File: config.mk
export PLATFORM = sky130hd
export DESIGN_NAME = fifo_uart_tx_flat
export DESIGN_NICKNAME = d
export VERILOG_FILES = /design/src/rtl/fifo_uart_tx_pkg.sv /design/src/rtl/fifo_uart_tx_if.sv /design/src/rtl/fifo_uart_tx_baud_gen.sv /design/src/rtl/fifo_uart_tx.sv /design/src/flat_wrapper.sv
export SDC_FILE = /design/constraint.sdc
export NUM_CORES = 1
export LEC_CHECK = 0
export ABC_AREA = 1
export BUFFER_PORTS_ARGS = -buffer_cell sky130_fd_sc_hd__buf_2
export CAP_MARGIN = 10
export CORE_MARGIN = 5
export CORE_UTILIZATION = 55
export CTS_CLUSTER_DIAMETER = 50
export DETAILED_ROUTE_END_ITERATION = 16
export PLACE_DENSITY_LB_ADDON = 0.15
export SKIP_CTS_REPAIR_TIMING = 1
export SLEW_MARGIN = 10
export SYNTH_ARGS = -nofsm -noshare
export SYNTH_HDL_FRONTEND = slang
export SYNTH_HIERARCHICAL = 1
export SYNTH_SLANG_ARGS = --single-unit
File: constraint.sdc
create_clock -name clk -period 1.8 [get_ports clk]
set_input_delay 0.18 -clock clk [delete_from_list [all_inputs] [get_ports clk]]
set_output_delay 0.18 -clock clk [all_outputs]
set_load 0.01 [all_outputs]
File: src/rtl/fifo_uart_tx_pkg.sv
// Shared types and constants for the FIFO-draining UART transmitter.
// The optional parity stage is enabled with FIFO_UART_TX_PARITY_EN.
package fifo_uart_pkg;

    typedef enum logic [2:0] {IDLE, FETCH, START, DATA, PARITY, STOP} tx_state_t;

    localparam int   DEFAULT_CLKS_PER_BIT = 434;
    localparam logic IDLE_LEVEL           = 1'b1;

endpackage

File: src/rtl/fifo_uart_tx_if.sv
// FIFO read port as seen by a consumer.
// Read protocol: the master raises fifo_rd_en for one cycle only while fifo_empty is low;
// the slave presents the popped word on fifo_data the following cycle.
interface fifo_uart_tx_if #(
    parameter int DATA_BITS = 8
);
    logic                 fifo_rd_en;
    logic                 fifo_empty;
    logic [DATA_BITS-1:0] fifo_data;

    modport master (output fifo_rd_en, input fifo_empty, input fifo_data);
    modport slave  (input fifo_rd_en, output fifo_empty, output fifo_data);
endinterface

File: src/rtl/fifo_uart_tx_baud_gen.sv
// Bit-period timer: bit_tick marks the last clock of each bit; restart holds the count at zero.
module uart_baud_gen #(
    parameter int CLKS_PER_BIT = 434
) (
    input  logic clk,
    input  logic rst_n,
    input  logic restart,
    output logic bit_tick
);
    localparam int              CW   = $clog2(CLKS_PER_BIT);
    localparam logic [CW-1:0]   LAST = CW'(CLKS_PER_BIT - 1);

    logic [CW-1:0] baud_cnt;

    assign bit_tick = !restart && (baud_cnt == LAST);

    always_ff @(posedge clk or negedge rst_n) begin
        if (!rst_n) begin
            baud_cnt <= '0;
        end else if (restart || bit_tick) begin
            baud_cnt <= '0;
        end else begin
            baud_cnt <= baud_cnt + 1'b1;
        end
    end
endmodule

File: src/rtl/fifo_uart_tx.sv
// Drains a registered-output FIFO one word per frame and serializes it as start/data/stop on tx.
// Defining FIFO_UART_TX_PARITY_EN inserts an even-parity bit between data and stop.
module fifo_uart_tx
    import fifo_uart_pkg::*;
#(
    parameter int DATA_BITS    = 8,
    parameter int CLKS_PER_BIT = DEFAULT_CLKS_PER_BIT,
    parameter int STOP_BITS    = 1
) (
    input  logic                  clk,
    input  logic                  rst_n,
    input  logic                  tx_en,
    fifo_uart_tx_if.master        fifo,
    output logic                  tx,
    output logic                  busy,
    output logic                  frame_done,
    output tx_state_t             state
);
    localparam int            BW        = $clog2(DATA_BITS) + 1;
    localparam logic [BW-1:0] LAST_DATA = BW'(DATA_BITS - 1);
    localparam logic [BW-1:0] LAST_STOP = BW'(STOP_BITS - 1);

    tx_state_t            state_next;
    logic [DATA_BITS-1:0] shift_q, shift_next;
    logic [BW-1:0]        bit_cnt, bit_cnt_next;
    logic                 tx_next;
    logic                 bit_tick;
    logic                 baud_restart;
`ifdef FIFO_UART_TX_PARITY_EN
    logic                 parity_q, parity_next;
`endif

    uart_baud_gen #(.CLKS_PER_BIT(CLKS_PER_BIT)) u_baud (
        .clk      (clk),
        .rst_n    (rst_n),
        .restart  (baud_restart),
        .bit_tick (bit_tick)
    );

    assign busy = (state != IDLE);

    always_ff @(posedge clk or negedge rst_n) begin
        if (!rst_n) begin
            state    <= IDLE;
            shift_q  <= '0;
            bit_cnt  <= '0;
            tx       <= IDLE_LEVEL;
`ifdef FIFO_UART_TX_PARITY_EN
            parity_q <= 1'b0;
`endif
        end else begin
            state    <= state_next;
            shift_q  <= shift_next;
            bit_cnt  <= bit_cnt_next;
            tx       <= tx_next;
`ifdef FIFO_UART_TX_PARITY_EN
            parity_q <= parity_next;
`endif
        end
    end

    // tx_next is the line level for the state being entered, so tx changes on the same edge as state.
    always_comb begin
        state_next      = state;
        shift_next      = shift_q;
        bit_cnt_next    = bit_cnt;
        tx_next         = tx;
        baud_restart    = 1'b0;
        frame_done      = 1'b0;
        fifo.fifo_rd_en = 1'b0;
`ifdef FIFO_UART_TX_PARITY_EN
        parity_next     = parity_q;
`endif
        case (state)
            IDLE: begin
                baud_restart = 1'b1;
                tx_next      = IDLE_LEVEL;
                if (tx_en && !fifo.fifo_empty) begin
                    fifo.fifo_rd_en = 1'b1;
                    state_next      = FETCH;
                end
            end
            FETCH: begin
                baud_restart = 1'b1;
                shift_next   = fifo.fifo_data;
                bit_cnt_next = '0;
                tx_next      = ~IDLE_LEVEL;
                state_next   = START;
`ifdef FIFO_UART_TX_PARITY_EN
                parity_next  = ^fifo.fifo_data;
`endif
            end
            START: begin
                if (bit_tick) begin
                    state_next = DATA;
                    tx_next    = shift_q[0];
                end
            end
            DATA: begin
                if (bit_tick) begin
                    shift_next = shift_q >> 1;
                    if (bit_cnt == LAST_DATA) begin
                        bit_cnt_next = '0;
`ifdef FIFO_UART_TX_PARITY_EN
                        state_next   = PARITY;
                        tx_next      = parity_q;
`else
                        state_next   = STOP;
                        tx_next      = IDLE_LEVEL;
`endif
                    end else begin
                        bit_cnt_next = bit_cnt + 1'b1;
                        tx_next      = shift_q[1];
                    end
                end
            end
`ifdef FIFO_UART_TX_PARITY_EN
            PARITY: begin
                if (bit_tick) begin
                    state_next = STOP;
                    tx_next    = IDLE_LEVEL;
                end
            end
`endif
            STOP: begin
                if (bit_tick) begin
                    if (bit_cnt == LAST_STOP) begin
                        frame_done   = 1'b1;
                        bit_cnt_next = '0;
                        state_next   = IDLE;
                    end else begin
                        bit_cnt_next = bit_cnt + 1'b1;
                    end
                end
            end
            default: begin
                state_next = IDLE;
                tx_next    = IDLE_LEVEL;
            end
        endcase
    end
endmodule
File: src/flat_wrapper.sv
// flat-port wrapper written by rule: the top's interface ports become plain ports
module fifo_uart_tx_flat import fifo_uart_pkg::*;
#(
    parameter int DATA_BITS    = 8,
    parameter int CLKS_PER_BIT = DEFAULT_CLKS_PER_BIT,
    parameter int STOP_BITS    = 1
)
  (clk, rst_n, tx_en, tx, busy, frame_done, state, fifo_fifo_rd_en, fifo_fifo_empty, fifo_fifo_data);
  fifo_uart_tx_if #(.DATA_BITS(DATA_BITS)) fifo_i ();
  input  logic clk;
  input  logic rst_n;
  input  logic tx_en;
  output logic tx;
  output logic busy;
  output logic frame_done;
  output tx_state_t state;
  output wire logic [$bits(fifo_i.fifo_rd_en)-1:0] fifo_fifo_rd_en;
  input wire logic [$bits(fifo_i.fifo_empty)-1:0] fifo_fifo_empty;
  input wire logic [$bits(fifo_i.fifo_data)-1:0] fifo_fifo_data;
  assign fifo_fifo_rd_en = fifo_i.fifo_rd_en;
  assign fifo_i.fifo_empty = fifo_fifo_empty;
  assign fifo_i.fifo_data = fifo_fifo_data;
  fifo_uart_tx #(.DATA_BITS(DATA_BITS), .CLKS_PER_BIT(CLKS_PER_BIT), .STOP_BITS(STOP_BITS)) u_core (.clk(clk), .rst_n(rst_n), .tx_en(tx_en), .fifo(fifo_i), .tx(tx), .busy(busy), .frame_done(frame_done), .state(state));
endmodule
==> run metrics, run 1 <==
clock skew=between 0.006 and 0.007 ns; IO Pins=19; worst vdd ir=1.14 mV; pre-CTS WS=roughly 0.049 ns; reg-to-reg slack, setup=roughly 0.17 ns; vias post-DR=roughly 1300; Unique masters post-synth=29; initial DRC count=50; final instance area=0.00176 mm2; Synth Warn #=6; crit path cell chain=inv_1, ha_1, nand2_1, nor2_2, nand2_2, nor2_4, inv_2, nor3_2, buf_2; CP bufs+invs=3; Core ar.=roughly 0.0027 mm2; vias in the first global route=between 1000 and 1500; Data required, critical path=approximately 1.6 ns; end of the critical path=frame_done; Hold Fails Final Rpt=0; DP HPWL=roughly 2200 um; register area share after synthesis=between 40 and 50%; P_sw=about 1100 uW; Cell Pwr Density=1380 mW/mm2; top layer in use=met4; critical setup path kind=reg -> out; port buffer count=18; crit share post-route=100%; gr ovfl total=0; combinational power share=approximately 54%; Worst Tran Pin Value=between 0.5 and 0.6 ns; register share of total power=a little over a third; Syn Area/Cell=7.68 um2; Syn Nets=between 200 and 250; failing checks=setup timing; met3 WL=roughly 94 um; area grow syn2layout=14.3%; unrepaired setup endpoints after global routing=true; H-tree Lvls=1; Final WS setup=-0.00235 ns; crit path max fanout=3; DP Area=between 0.0015 and 0.002 mm2; total track usage=between 15 and 20%; CP endpoint kind=output port; per-cell routed wire length=approximately 12 um; ANT cells=0; WP depth=9; final setup fails=1; Pins Over Slew Limit=0; CTS tree=built; initial antenna violation count=0; CTS Buf Count=3; CP peak stage delay=approximately 0.41 ns; global placement routability congestion=0.947; reg-to-reg critical path startpoint=u_core/u_baud/baud_cnt[1]; CP delay by family, top=simple AND/OR/NAND/NOR gates; Initial Util=~56%; largest net degree at the start of global routing=26; clock-pin slew on the worst setup and hold paths=between 0.1 and 0.15 ns; Slew headroom=~64%; row cnt=19; synthesized instance count=201; worst reg-to-reg path cell count=11; Total Power=around 2400 uW; Layout Nets=around 250; Clock Path Buffers=2; synthesized flop and latch total=25; drt total wl=between 3000 and 4000 um; Routed Antenna Nets=0; Pint=between 1000 and 1500 uW; Die Y=63.0 um; Skew-Pair Late Insertion Delay=~0.32 ns; Mapped Area=between 0.0015 and 0.002 mm2; clock power share=about a tenth; Crit. Startpoint=u_core/u_baud/baud_cnt[1]; # Max-Cap Violations=0; wl on met1=around 1300 um; Met2 Wirelength=between 1500 and 2000 um; reg2reg end=u_core/state[1]; drt via density=5.13; DRC violations left=0; arrival time worst endpoint=between 1.5 and 2 ns; crit path launch type=flip-flop; HP Class=in -> reg; first-pass GRT wire length=5230 um; final worst path period need=1.80 ns; total negative slack=-0.00235 ns; Die Area=~0.0040 mm2; layout cell share with drive strength beyond 1=between 20 and 30%; Die X-Extent=63.0 um; sw frac=a little under half; status=finished, violations left; CP max stage cell=dfrtp_1; Max Clk Rate=0.555 GHz; clock sink total=25; DR pass1 iterations=4; Leak Pwr=0.000893 uW; Root Driver=clkbuf_4
-- tightest hold or removal path: cells and delay by family --
kind / cells / cell delay, ns
AOI/OAI and AO/OA: 2 / 0.14
buffers and inverters: 1 / 0.09
-- how the worst min path moves through the flow --
stage | from | to | slack [ns] | cells after the start
2_1_floorplan | rst_n | u_core/bit_cnt[0] | -0.12 | 0
3_3_place_gp | rst_n | u_core/bit_cnt[0] | 0.20 | 1
3_5_place_dp | rst_n | u_core/bit_cnt[0] | 0.20 | 1
4_1_cts | rst_n | u_core/bit_cnt[0] | -0.17 | 1
5_1_grt | fifo_fifo_data[6] | u_core/shift_q[6] | 0.09 | 3
6_report | fifo_fifo_data[6] | u_core/shift_q[6] | 0.11 | 3
-- synthesized netlist by cell type (all sizes together) --
cell type	instances	share of area (%)
dfstp	1	1.7
o21ai	9	3.4
nor3	1	0.32
xor2	2	1.1
ha	4	3.2
o21a	1	0.49
o211ai	5	2.8
nor2	30	9.3
dfrtp	24	39
inv	31	7.7
nand2	59	17
a21oi	3	1.5
xnor2	2	1.1
o21bai	3	1.5
nand3	22	7.1
nor3b	1	0.49
buf	3	2.7
-- metal layers --
| metal | track usage (%) | vias up |
|---|---|---|
| li1 | - | 695 |
| met1 | 18.7 | 615 |
| met2 | 28.2 | 24 |
| met3 | 2.88 | 10 |
| met4 | 6.90 | 0 |
| met5 | 0 | - |
-- cells in the final DEF (no fill, tap or decap), types with 2 or more instances in the layout --
cell type	netlist	routed
o211ai_1	4	4
nand2_4	4	4
o21bai_1	3	3
inv_1	26	25
nand2_2	2	3
nor2_4	1	2
dfrtp_1	24	23
clkbuf_4	0	3
inv_2	4	5
buf_2	0	18
nand3_1	22	22
xor2_1	2	2
a21oi_2	2	2
buf_4	0	10
nand2_1	53	52
o21ai_2	2	2
o21ai_0	6	6
nor2_2	3	5
xnor2_1	2	2
nor2_1	25	22
ha_1	4	4
-- sequential cells by signal, indices dropped and copies added (netlist names) --
register / count
u_core/bit_cnt: 4
u_core/shift_q: 8
u_core/tx: 1
u_core/u_baud/baud_cnt: 9
u_core/state: 3
-- cells by family after synthesis --
family	after synthesis	synth area share, %
buf+inv	34	10.4
xor+xnor	4	2.27
compound gates	21	9.57
simple gates	113	33.9
flops	25	40.6
fa+ha+maj	4	3.24
-- power groups by stage --
stage	combinational [uW]	clock [uW]	sequential, uW
2_1_floorplan	961	0	888
3_3_place_gp	1210	0	869
3_5_place_dp	1250	0	878
4_1_cts	1250	271	866
5_1_grt	1490	303	885
6_report	1320	256	859
-- area by class of cell --
type / count / area, um2
fillers: 247 / 971
clock buffers: 4 / 26.3
multi-input cells: 142 / 776
flip-flops and latches: 25 / 628
inverters: 31 / 119
well taps: 31 / 38.8
repair buffers: 29 / 175
-- stage by stage --
stage	hold WS (ns)	std cells	utilization, %
2_1_floorplan	-0.116	201	-
3_3_place_gp	0.197	252	61.0
3_5_place_dp	0.205	252	61.0
4_1_cts	-0.171	256	62.0
5_1_grt	0.0875	262	64.5
6_report	0.113	262	64.5
Power figures use the tool's default switching activity.
==> run 2: changes to the inputs <==
--- a/config.mk
+++ b/config.mk
@@ -8,13 +8,12 @@
 export ABC_AREA = 1
 export BUFFER_PORTS_ARGS = -buffer_cell sky130_fd_sc_hd__buf_2
 export CAP_MARGIN = 10
-export CORE_MARGIN = 5
+export CORE_ASPECT_RATIO = 1.2
 export CORE_UTILIZATION = 55
 export CTS_CLUSTER_DIAMETER = 50
 export DETAILED_ROUTE_END_ITERATION = 16
 export PLACE_DENSITY_LB_ADDON = 0.15
 export SKIP_CTS_REPAIR_TIMING = 1
-export SLEW_MARGIN = 10
 export SYNTH_ARGS = -nofsm -noshare
 export SYNTH_HDL_FRONTEND = slang
 export SYNTH_HIERARCHICAL = 1
==> run metrics, run 2 (synthesis results as in run 1) <==
drt via density=5.08 (-1.0%); initial DRC count=45 (-10%); H-tree Lvls=1 (unchanged); crit share post-route=98.7% (-1.4 points); Pins Over Slew Limit=0 (unchanged); arrival time worst endpoint=1.60 ns (-0.02 ns); final worst path period need=1.78 ns (-0.0261 ns); # Max-Cap Violations=0 (unchanged); Worst Tran Pin Value=0.561 ns (+0.0231 ns); Data required, critical path=1.62 ns (about the same); largest net degree at the start of global routing=26 (unchanged); DP HPWL=2290 um (+2.1%); clock sink total=25 (unchanged); crit path launch type=flip-flop; Hold Fails Final Rpt=0 (unchanged); reg2reg end=u_core/state[0]; per-cell routed wire length=11.6 um (-0.19%); Root Driver=clkbuf_4; Max Clk Rate=0.563 GHz (+1.5%); initial antenna violation count=0 (unchanged); status=finished, final reports clean; worst vdd ir=1.05 mV (-7.8%); first-pass GRT wire length=5190 um (-0.80%); pre-CTS WS=0.0752 ns (+0.0258 ns); ANT cells=0 (unchanged); Die X-Extent=50.3 um (-20%); reg-to-reg slack, setup=0.05 ns (-0.12 ns); reg-to-reg critical path startpoint=u_core/u_baud/baud_cnt[1]; critical setup path kind=reg -> out; Initial Util=59.3% (+2.8 points); final instance area=0.00179 mm2 (+1.7%); DR pass1 iterations=4 (unchanged); Slew headroom=62.6% (-1.5 points); worst reg-to-reg path cell count=12 (+1); number of flip-flops in the largest register=9 (unchanged); Cell Pwr Density=1380 mW/mm2 (-0.24%); most frequent cells in the layout=52 x nand2_1, 25 x inv_1, 23 x dfrtp_1; gr ovfl total=0 (unchanged); HP Class=in -> reg; Layout Nets=251 (+1.2%); drt total wl=3090 um (+1.7%); unrepaired setup endpoints after global routing=true; CTS tree=built; crit path max fanout=3 (unchanged); Crit. Startpoint=u_core/u_baud/baud_cnt[1]; end of the critical path=frame_done; final setup fails=0 (-1); Regs by FF count=u_core/u_baud/baud_cnt (9), u_core/shift_q (8), u_core/bit_cnt (4); largest reg by FF count=u_core/u_baud/baud_cnt; Core ar.=0.00260 mm2 (-4.8%); Skew-Pair Late Insertion Delay=0.32 ns (about the same); Die Area=0.00302 mm2 (-24%); IO Pins=19 (unchanged); Clock Path Buffers=2 (unchanged); port buffer count=18 (unchanged); global placement routability congestion=0.841 (-11%); Leak Pwr=0.000910 uW (+1.9%); DP Area=0.00167 mm2 (+0.15%); layout cell share with drive strength beyond 1=27.4% (+1.4 points); DRC violations left=0 (unchanged); row cnt=20 (+1); vias post-DR=1356 (+0.89%); commonest non-fill, non-tap cell in the layout=nand2_1; Final WS setup=0.0238 ns (+0.0261 ns); Total Power=2470 uW (+1.5%); area grow syn2layout=16.2%; Die Y=60.0 um (-4.7%); clock-pin slew on the worst setup and hold paths=0.15 ns (about the same); hold slack=0.0911 ns (-0.0221 ns); CTS Buf Count=3 (unchanged); vias in the first global route=1263 (+0.80%); CP endpoint kind=output port; total track usage=22.6% (+6.6 points); clock skew=0.00414 ns (-0.00247 ns); Routed Antenna Nets=0 (unchanged)
[run 2: worst max-delay path, cell delays in order (launching register included)]
cell	delay, ns
dfrtp_1	0.41
inv_1	0.06
ha_1	0.13
nand2_1	0.05
nor2_1	0.12
nand2_2	0.10
nor2_4	0.13
inv_2	0.06
nor3_2	0.09
buf_2	0.14
[run 2: how the worst min path moves through the flow]
stage	start	end	slack, ns	cells after the start
4_1_cts	rst_n	u_core/u_baud/baud_cnt[4]	-0.17	1
2_1_floorplan	rst_n	u_core/bit_cnt[0]	-0.12	0
3_3_place_gp	rst_n	u_core/u_baud/baud_cnt[4]	0.20	1
3_5_place_dp	rst_n	u_core/u_baud/baud_cnt[4]	0.20	1
6_report	fifo_fifo_data[7]	u_core/shift_q[7]	0.09	3
5_1_grt	fifo_fifo_data[6]	u_core/shift_q[6]	0.09	3
[run 2: cell type report]
class	instances	area, um2
fillers	234	810
repair buffers	32	198
flip-flops and latches	25	628
clock buffers	3	22.5
multi-input cells	142	776
clock inverters	1	8.76
inverters	31	119
well taps	33	41.3
[run 2: power by group]
part / internal [uW] / switching (uW) / total, uW
registers: 747 / 111 / 858
clock network: 90.4 / 179 / 270
logic: 501 / 842 / 1340
total: 1340 / 1130 / 2470
[run 2: through the flow]
stage | TNS [ns] | cells | utilization [%]
6_report | 0 | 267 | 68.9
5_1_grt | -0.577 | 267 | 68.9
2_1_floorplan | 0 | 201 | -
3_3_place_gp | 0 | 254 | 64.2
3_5_place_dp | 0 | 254 | 64.2
4_1_cts | -0.216 | 258 | 65.4
[run 2: per-layer routing]
metal	vias to the layer above	global-route usage [%]	part of all wire (%)	wire length, um
li1	695	-	-	-
met3	4	3.05	1.8	57
met1	637	26.5	44	1360
met2	20	41.9	53	1630
met5	-	0	0	0
met4	0	8.33	1.4	44
